File: src/rtl/fifo_enq_arbiter.sv
// fifo_enq_arbiter
//   Round-robin arbiter sharing the enqueue port of one FIFO between NREQ
//   requesters. A grant is held for up to BURST accepted beats. The grant
//   also ends early when the owner drops its request. While the FIFO is
//   full the grant stalls with no timeout. The owner's data is forwarded
//   to the FIFO din.
//
// Parameters
//   NREQ   number of requesters (2..8)
//   DW     data width per requester
//   BURST  maximum accepted beats per grant (>= 1)
//
// Ports
//   CLK        clock, rising edge
//   RST_N      asynchronous active-low reset
//   req        per-requester request/valid
//   req_data   requester i data in [i*DW +: DW]
//   gnt        registered one-hot grant, zero when idle
//   fifo_full  FIFO full flag
//   fifo_enq   FIFO enqueue strobe (combinational)
//   fifo_din   FIFO data (combinational, zero when idle)
//   accept     beat accepted this cycle (same as fifo_enq)
//   owner      registered index of the grant owner, 0 when idle
//   xfer_cnt   total accepted beats, wraps at 2^16
module fifo_enq_arbiter #(
  parameter int NREQ  = 4,
  parameter int DW    = 1,
  parameter int BURST = 2
) (
  input  logic               CLK,
  input  logic               RST_N,
  input  logic [NREQ-1:0]    req,
  input  logic [NREQ*DW-1:0] req_data,
  output logic [NREQ-1:0]    gnt,
  input  logic               fifo_full,
  output logic               fifo_enq,
  output logic [DW-1:0]      fifo_din,
  output logic               accept,
  output logic [2:0]         owner,
  output logic [15:0]        xfer_cnt
);

  localparam int PW = (NREQ > 1) ? $clog2(NREQ) : 1;
  localparam int BW = $clog2(BURST) + 1;

  typedef enum logic {IDLE, OWN} state_t;

  state_t            state_reg, state_next;
  logic [NREQ-1:0]   gnt_reg, gnt_next;
  logic [2:0]        owner_reg, owner_next;
  logic [PW-1:0]     rr_ptr_reg, rr_ptr_next;
  logic [BW-1:0]     beat_cnt_reg, beat_cnt_next;
  logic [15:0]       xfer_cnt_reg;

  logic              owner_req;
  logic [NREQ-1:0]   rot_req;
  logic              any_req;
  logic [PW-1:0]     rot_off;
  logic [PW:0]       pick_sum;
  logic [PW:0]       pick_idx;
  logic [DW-1:0]     din_slice [NREQ];
  logic [DW-1:0]     din_acc;

  // gnt_reg is one-hot while owning, so masking with it selects the
  // owner's request and data without a variable-width index.
  assign owner_req = |(req & gnt_reg);
  assign fifo_enq  = (state_reg == OWN) && owner_req && !fifo_full;
  assign accept    = fifo_enq;

  for (genvar gi = 0; gi < NREQ; gi++) begin : g_din
    assign din_slice[gi] = gnt_reg[gi] ? req_data[gi*DW +: DW] : '0;
  end

  always_comb begin
    din_acc = '0;
    for (int i = 0; i < NREQ; i++) begin
      din_acc = din_acc | din_slice[i];
    end
  end
  assign fifo_din = din_acc;

  // Rotate the request vector so bit 0 corresponds to rr_ptr; the lowest
  // set bit of the rotated vector is the round-robin winner's offset.
  always_comb begin
    rot_req = NREQ'({req, req} >> rr_ptr_reg);
    any_req = 1'b0;
    rot_off = '0;
    for (int j = NREQ - 1; j >= 0; j--) begin
      if (rot_req[j]) begin
        any_req = 1'b1;
        rot_off = PW'(j);
      end
    end
  end

  // Explicit modulo so non-power-of-2 NREQ wraps correctly.
  assign pick_sum = {1'b0, rr_ptr_reg} + {1'b0, rot_off};
  assign pick_idx = (pick_sum > (PW+1)'(NREQ - 1)) ? pick_sum - (PW+1)'(NREQ)
                                                   : pick_sum;

  always_comb begin
    state_next    = state_reg;
    gnt_next      = gnt_reg;
    owner_next    = owner_reg;
    rr_ptr_next   = rr_ptr_reg;
    beat_cnt_next = beat_cnt_reg;
    unique case (state_reg)
      IDLE: begin
        if (any_req) begin
          state_next    = OWN;
          gnt_next      = NREQ'(1) << pick_idx;
          owner_next    = 3'(pick_idx);
          beat_cnt_next = '0;
        end
      end
      OWN: begin
        if (!owner_req || (fifo_enq && beat_cnt_reg == BW'(BURST - 1))) begin
          // Release: request withdrawn or burst complete.
          state_next    = IDLE;
          gnt_next      = '0;
          owner_next    = '0;
          beat_cnt_next = '0;
          rr_ptr_next   = (owner_reg == 3'(NREQ - 1)) ? '0
                                                      : owner_reg[PW-1:0] + PW'(1);
        end else if (fifo_enq) begin
          beat_cnt_next = beat_cnt_reg + BW'(1);
        end
        // Otherwise stalled on full: everything holds.
      end
      default: state_next = IDLE;
    endcase
  end

  always_ff @(posedge CLK or negedge RST_N) begin
    if (!RST_N) begin
      state_reg    <= IDLE;
      gnt_reg      <= '0;
      owner_reg    <= '0;
      rr_ptr_reg   <= '0;
      beat_cnt_reg <= '0;
      xfer_cnt_reg <= '0;
    end else begin
      state_reg    <= state_next;
      gnt_reg      <= gnt_next;
      owner_reg    <= owner_next;
      rr_ptr_reg   <= rr_ptr_next;
      beat_cnt_reg <= beat_cnt_next;
      if (fifo_enq) begin
        xfer_cnt_reg <= xfer_cnt_reg + 16'd1;
      end
    end
  end

  assign gnt      = gnt_reg;
  assign owner    = owner_reg;
  assign xfer_cnt = xfer_cnt_reg;

endmodule

File: config.mk
export PLATFORM = sky130hd
export DESIGN_NAME = fifo_enq_arbiter
export DESIGN_NICKNAME = d
export VERILOG_FILES = /design/src/rtl/fifo_enq_arbiter.sv
export SDC_FILE = /design/constraint.sdc
export NUM_CORES = 1
export LEC_CHECK = 0
export ABC_AREA = 0
export CORE_ASPECT_RATIO = 0.8
export CORE_MARGIN = 3
export CORE_UTILIZATION = 50
export DETAILED_ROUTE_END_ITERATION = 12
export PLACE_DENSITY = 0.8
export SLEW_MARGIN = 20
export SYNTH_ARGS = -nofsm -noshare
export SYNTH_HDL_FRONTEND = slang
export SYNTH_SLANG_ARGS = --single-unit
File: constraint.sdc
create_clock -name CLK -period 4.55 [get_ports CLK]
set_input_delay 0.6825 -clock CLK [delete_from_list [all_inputs] [get_ports CLK]]
set_output_delay 0.6825 -clock CLK [all_outputs]
set_load 0.02 [all_outputs]
Word-level counts from Yosys, hierarchy flattened. Cells that the tools add are included.

Register bits: 28. Input port bits: 11. Word-level logic and storage cells: 61.

$add $sub $neg: 5. Magnitude comparators: 1. Equality and inequality tests: 5. Shift-type cells: 2. Mux-type cells: 27. Bitwise gates (word level): 5. Reductions and logical operators: 10.

Operators with widths (number): $add A16 B1 Y16 const B (1); $mux W2 (8); $mux W1 (10); $mux W3 (3); $mux W4 (2); $pmux W4 S2 (1); $shr A8 B2 Y4 (1); $pmux W3 S2 (1); $reduce_and A2 Y1 (3); $add A2 B1 Y2 const B (2); $and A4 B4 Y4 (1); $pmux W2 S2 (1); $reduce_or A4 Y1 (1); $shl A1 B3 Y4 const A (1); $add A2 B2 Y3 (1); $eq A3 B2 Y1 const B (1); $gt A3 B2 Y1 const B (1); $logic_and A1 B1 Y1 (3); $ne A3 B2 Y1 const B (1); $or A1 B1 Y1 (3); $sub A3 B3 Y3 const B (1); $eq A2 B1 Y1 const B (1); $logic_not A1 Y1 (2); $ne A2 B1 Y1 const B (1); other kinds (4) (4).

Longest topological paths before layout.
Depth in word-level cells: 11. Gate-level depth with buffers: 12. Gate-level depth less buffers: 11.

Least setup slack after synthesis. OpenSTA, ideal clock, no wires.

Path type: input -> register. Start: input port req[3]. End: register gnt_reg[0], in the netlist gnt[0]. Library setup time: 0.078 ns. Data arrival time: 2.408 ns. Data required time: 4.472 ns. Setup slack: 2.064 ns. Stages: 11. Cells stage by stage: buf_2 nor2b_1 a21oi_1 o21ai_0 o21a_1 ha_1 inv_1 fa_1 nor3b_1 a21oi_1 o2bb2ai_1.

Word-level cells in the longest chain between the ends: 11. Elaborated cells between the ends (all ways): 26. Classes of those cells: add/sub (2); order compare (1); eq/ne (2); shift (2); mux (11); bitwise (1); reduce/logical (7).

Ends and longest elaborated chain: start, declared (RTL line 32) `input logic [NREQ-1:0] req,`; $shr A8 B2 Y4 (RTL line 85) `rot_req = NREQ'({req, req} >> rr_ptr_reg);`; $mux W2 (4 in a row) (RTL line 89) `if (rot_req[j]) begin`; $add A2 B2 Y3 (RTL line 97) `assign pick_sum = {1'b0, rr_ptr_reg} + {1'b0, rot_off};`; $sub A3 B3 Y3 or $gt A3 B2 Y1 (tied branches) (RTL line 98) `assign pick_idx = (pick_sum > (PW+1)'(NREQ - 1)) ? pick_sum - (PW+1)'(NREQ)`; $mux W3 (RTL line 98); $shl A1 B3 Y4 (RTL line 111) `gnt_next = NREQ'(1) << pick_idx;`; $mux W4 (RTL line 109) `if (any_req) begin`; $pmux W4 S2 (RTL line 107) `unique case (state_reg)`; end signal, assigned (RTL line 144) `gnt_reg <= gnt_next;`; end, declared (RTL line 49) `logic [NREQ-1:0] gnt_reg, gnt_next;`.

Parallel ways exist; a longest one is shown, timed or not. The select of a mux whose other input is x is not followed. A chain may end at the register's enable or synchronous reset.

Worst setup path in the final report.
Start: input port req[2]. End: output port fifo_enq.

Word-level cells in the longest chain between the ends: 4.

Ends and longest elaborated chain: $and A4 B4 Y4 (RTL line 66) `assign owner_req = |(req & gnt_reg);`; $reduce_or A4 Y1 (RTL line 66); $logic_and A1 B1 Y1 (2 in a row) (RTL line 67) `assign fifo_enq = (state_reg == OWN) && owner_req && !fifo_full;`; end, declared (RTL line 36) `output logic fifo_enq,`.

No other way between the ends.

==> flow_summary.yaml <==
final_layout:
  final_cell_mix: "clkdlybuf4s50_1, dfrtp_1, xnor2_1"
  antenna_cells: 0
  num-nets-final: 201
  drive_gt1_frac: 0.0761
  finalNonFillerCells: 222
  syn2layout_area_growth_pct: 29.1
  largest_reg_flops: 16
  post-route-util: 0.702
  final_common_cell: "clkdlybuf4s50_1"
detailed_routing:
  wl_met3_um: 229
  vias: 1251
  ant_nets: 0
  dr_wl_met2_um: 1440
  drt_iter0_markers: 62
  drt-met1-wl_um: 1570
  top_layer: "met4"
  wl_per_cell_um: 14.7
  dr.pass1.iters: 4
  wl_um: 3250
  via_per_inst: 5.64
  drcViolationCount: 0
status:
  status: "completed"
clock_network:
  cts_buffers: 3
  clk_pin_slew_ns: 0.10
  cts_resized: 0
  htreeDepth: 1
  cts_setup_buffers: 0
  cts_buffer_depth: 2
  clkLatencyLatePin_ns: 0.27
  clock-sinks: 28
  cts_hold_buf: 0
  clockRootBuffer: "clkbuf_8"
  cts_tree: "done"
place:
  place_inst: 218
  gp_congestion: 0.807
  hpwl_um: 2400
  pre_cts_slack_ns: 1.30
  numPortBuffers: 36
critical_path:
  critPathArrivalTime_ns: 2.55
  ff2ff_setup_slack_ns: 2.23
  worstPathRequired_ns: 3.87
  critPathMaxFanout: 9
  cp-end-kind: "output port"
  cp-start-kind: "input port"
  critical_path_class: "input port to output port"
sta:
  maxSlewHeadroom: 0.552
  fin_setup_tns_ns: 0
  fmax_mhz: 309
  rsz0062_at_grt: "no"
  finalSetupViolCount: 0
  timing.final.ws_setup_ns: 1.31
  final-hold-violation-count: 0
  worst_clock_skew_ns: 0.00711
  hold_slack_ns: 0.474
  slew_viol_final: 0
  layout_min_cycle_time_ns: 3.24
  period_share: 0.711
  tightest_slew_ns: 0.667
die:
  dieArea_sq_mm: 0.00383
  io_pins: 37
  dieWidth_um: 68.5
  core_sq_mm: 0.00287
  start_util: 0.544
  die_y_um: 56.0
  rows: 17
global_route:
  overflow: 0
  grt_pass1_wl_um: 5540
  grt_use_total: 0.184
  antenna_found_initial: 0
  grt_pass1_vias: 1162
  grt_max_degree: 29
pwr:
  switching_share: 0.382
  p_leak_nw: 0.806
  powerDensity_mw_per_mm2: 516
  clkPwrFrac: 0.186
  peakVddDrop_v: 0.000274
  p_int_mw: 0.643
  pwr-share-seq: 0.375
  p_switching_mw: 0.397
  pwr-share-comb: 0.439
synth:
  syn_inst: 148
  synth_top_area_cell: "dfrtp_1"
  synth.distinct_cells: 36
  synth_fp_nets: 164
  synth_edf_count: 0
  synth_ff_type: "dfrtp_1"
  synth_top_area_share: 0.449
  synth_area_sq_mm: 0.00156
  syn_area_per_cell_sq_um: 10.6
  async_flop_share: 1.00
  synth_seq_area_share: 0.449
  yosys_warnings: 0
  synth_area_leaders: "dfrtp_1, xnor2_1, o2bb2ai_1"
  synth-seq-cells: 28
hold_path:
  hold_path_class: "flop to flop"
run:
  cap_violations: 0
[metrics by stage]
step / area [sq um] / total power [mW]
6_report: 2020 / 1.04
5_1_grt: 2020 / 1.12
4_1_cts: 2020 / 1.04
3_5_place_dp: 1940 / 0.845
3_3_place_gp: 1940 / 0.832
2_1_floorplan: 1560 / 0.686
[path summary, 6_finish.rpt]
| check | from | endpoint | depth (start not counted) |
|---|---|---|---|
| worst min-delay path | xfer_cnt[15] | xfer_cnt[15] | 1 |
| worst max-delay path | req[2] | fifo_enq | 5 |
| max in group asynchronous | RST_N | xfer_cnt[4] | 2 |
| worst min register to register | xfer_cnt[15] | xfer_cnt[15] | 1 |
| worst max register to register | rr_ptr_reg[1] | gnt[0] | 8 |
| min in group asynchronous | RST_N | beat_cnt_reg[1] | 2 |
[kinds of logic (layout without fill, tap and decap cells)]
family / Yosys count / after routing / share of synthesized area
AND/OR/NAND/NOR: 47 / 47 / 0.174
AO/OA/AOI/OAI: 37 / 37 / 0.179
flip-flops: 28 / 28 / 0.449
XOR/XNOR: 15 / 15 / 0.0841
buffers and inverters: 11 / 47 / 0.0353
adder cells (fa/ha/maj): 5 / 5 / 0.0449
multiplexers: 5 / 5 / 0.0345
[cell type report]
class / instances / area (sq um)
sequential: 28 / 701
multi-input combinational: 109 / 806
clock inverter: 1 / 30.0
tap: 38 / 47.5
timing repair buffer: 37 / 368
clock buffer: 3 / 41.3
inverter: 6 / 22.5
fill: 218 / 856
[routing by layer]
metal	vias up	track usage
met4	0	0.0340
li1	607	-
met3	2	0.0505
met5	-	0
met1	599	0.277
met2	43	0.265
[cells in the mapped netlist, types with 3 or more instances]
cell type,n
inv_1,6
o2bb2ai_1,6
dfrtp_1,28
o21ai_0,5
xor2_1,3
xnor2_1,12
a21oi_1,10
a22oi_1,3
mux2_2,3
and3_1,4
nor2b_1,5
nand4_1,4
nor2_1,7
ha_1,4
nand2_1,11
nor3_1,3
nor3b_1,4
buf_4,3
nand3_1,4
a22o_1,3
[worst max-delay path, stage by stage]
cell and delay (ns):
clkdlybuf4s50_1 0.69, a22o_1 0.28, o21ai_4 0.09, nor2_4 0.18
clkdlybuf4s50_1 0.63
[power by group through the flow]
| stage | logic, mW | registers (mW) | clock network [mW] |
|---|---|---|---|
| after global routing | 0.508 | 0.400 | 0.210 |
| after floorplan | 0.275 | 0.411 | 0 |
| after detailed placement | 0.454 | 0.392 | 0 |
| final | 0.457 | 0.390 | 0.194 |
| after CTS | 0.458 | 0.387 | 0.196 |
| after global placement | 0.442 | 0.390 | 0 |
Power figures use the tool's default switching activity.
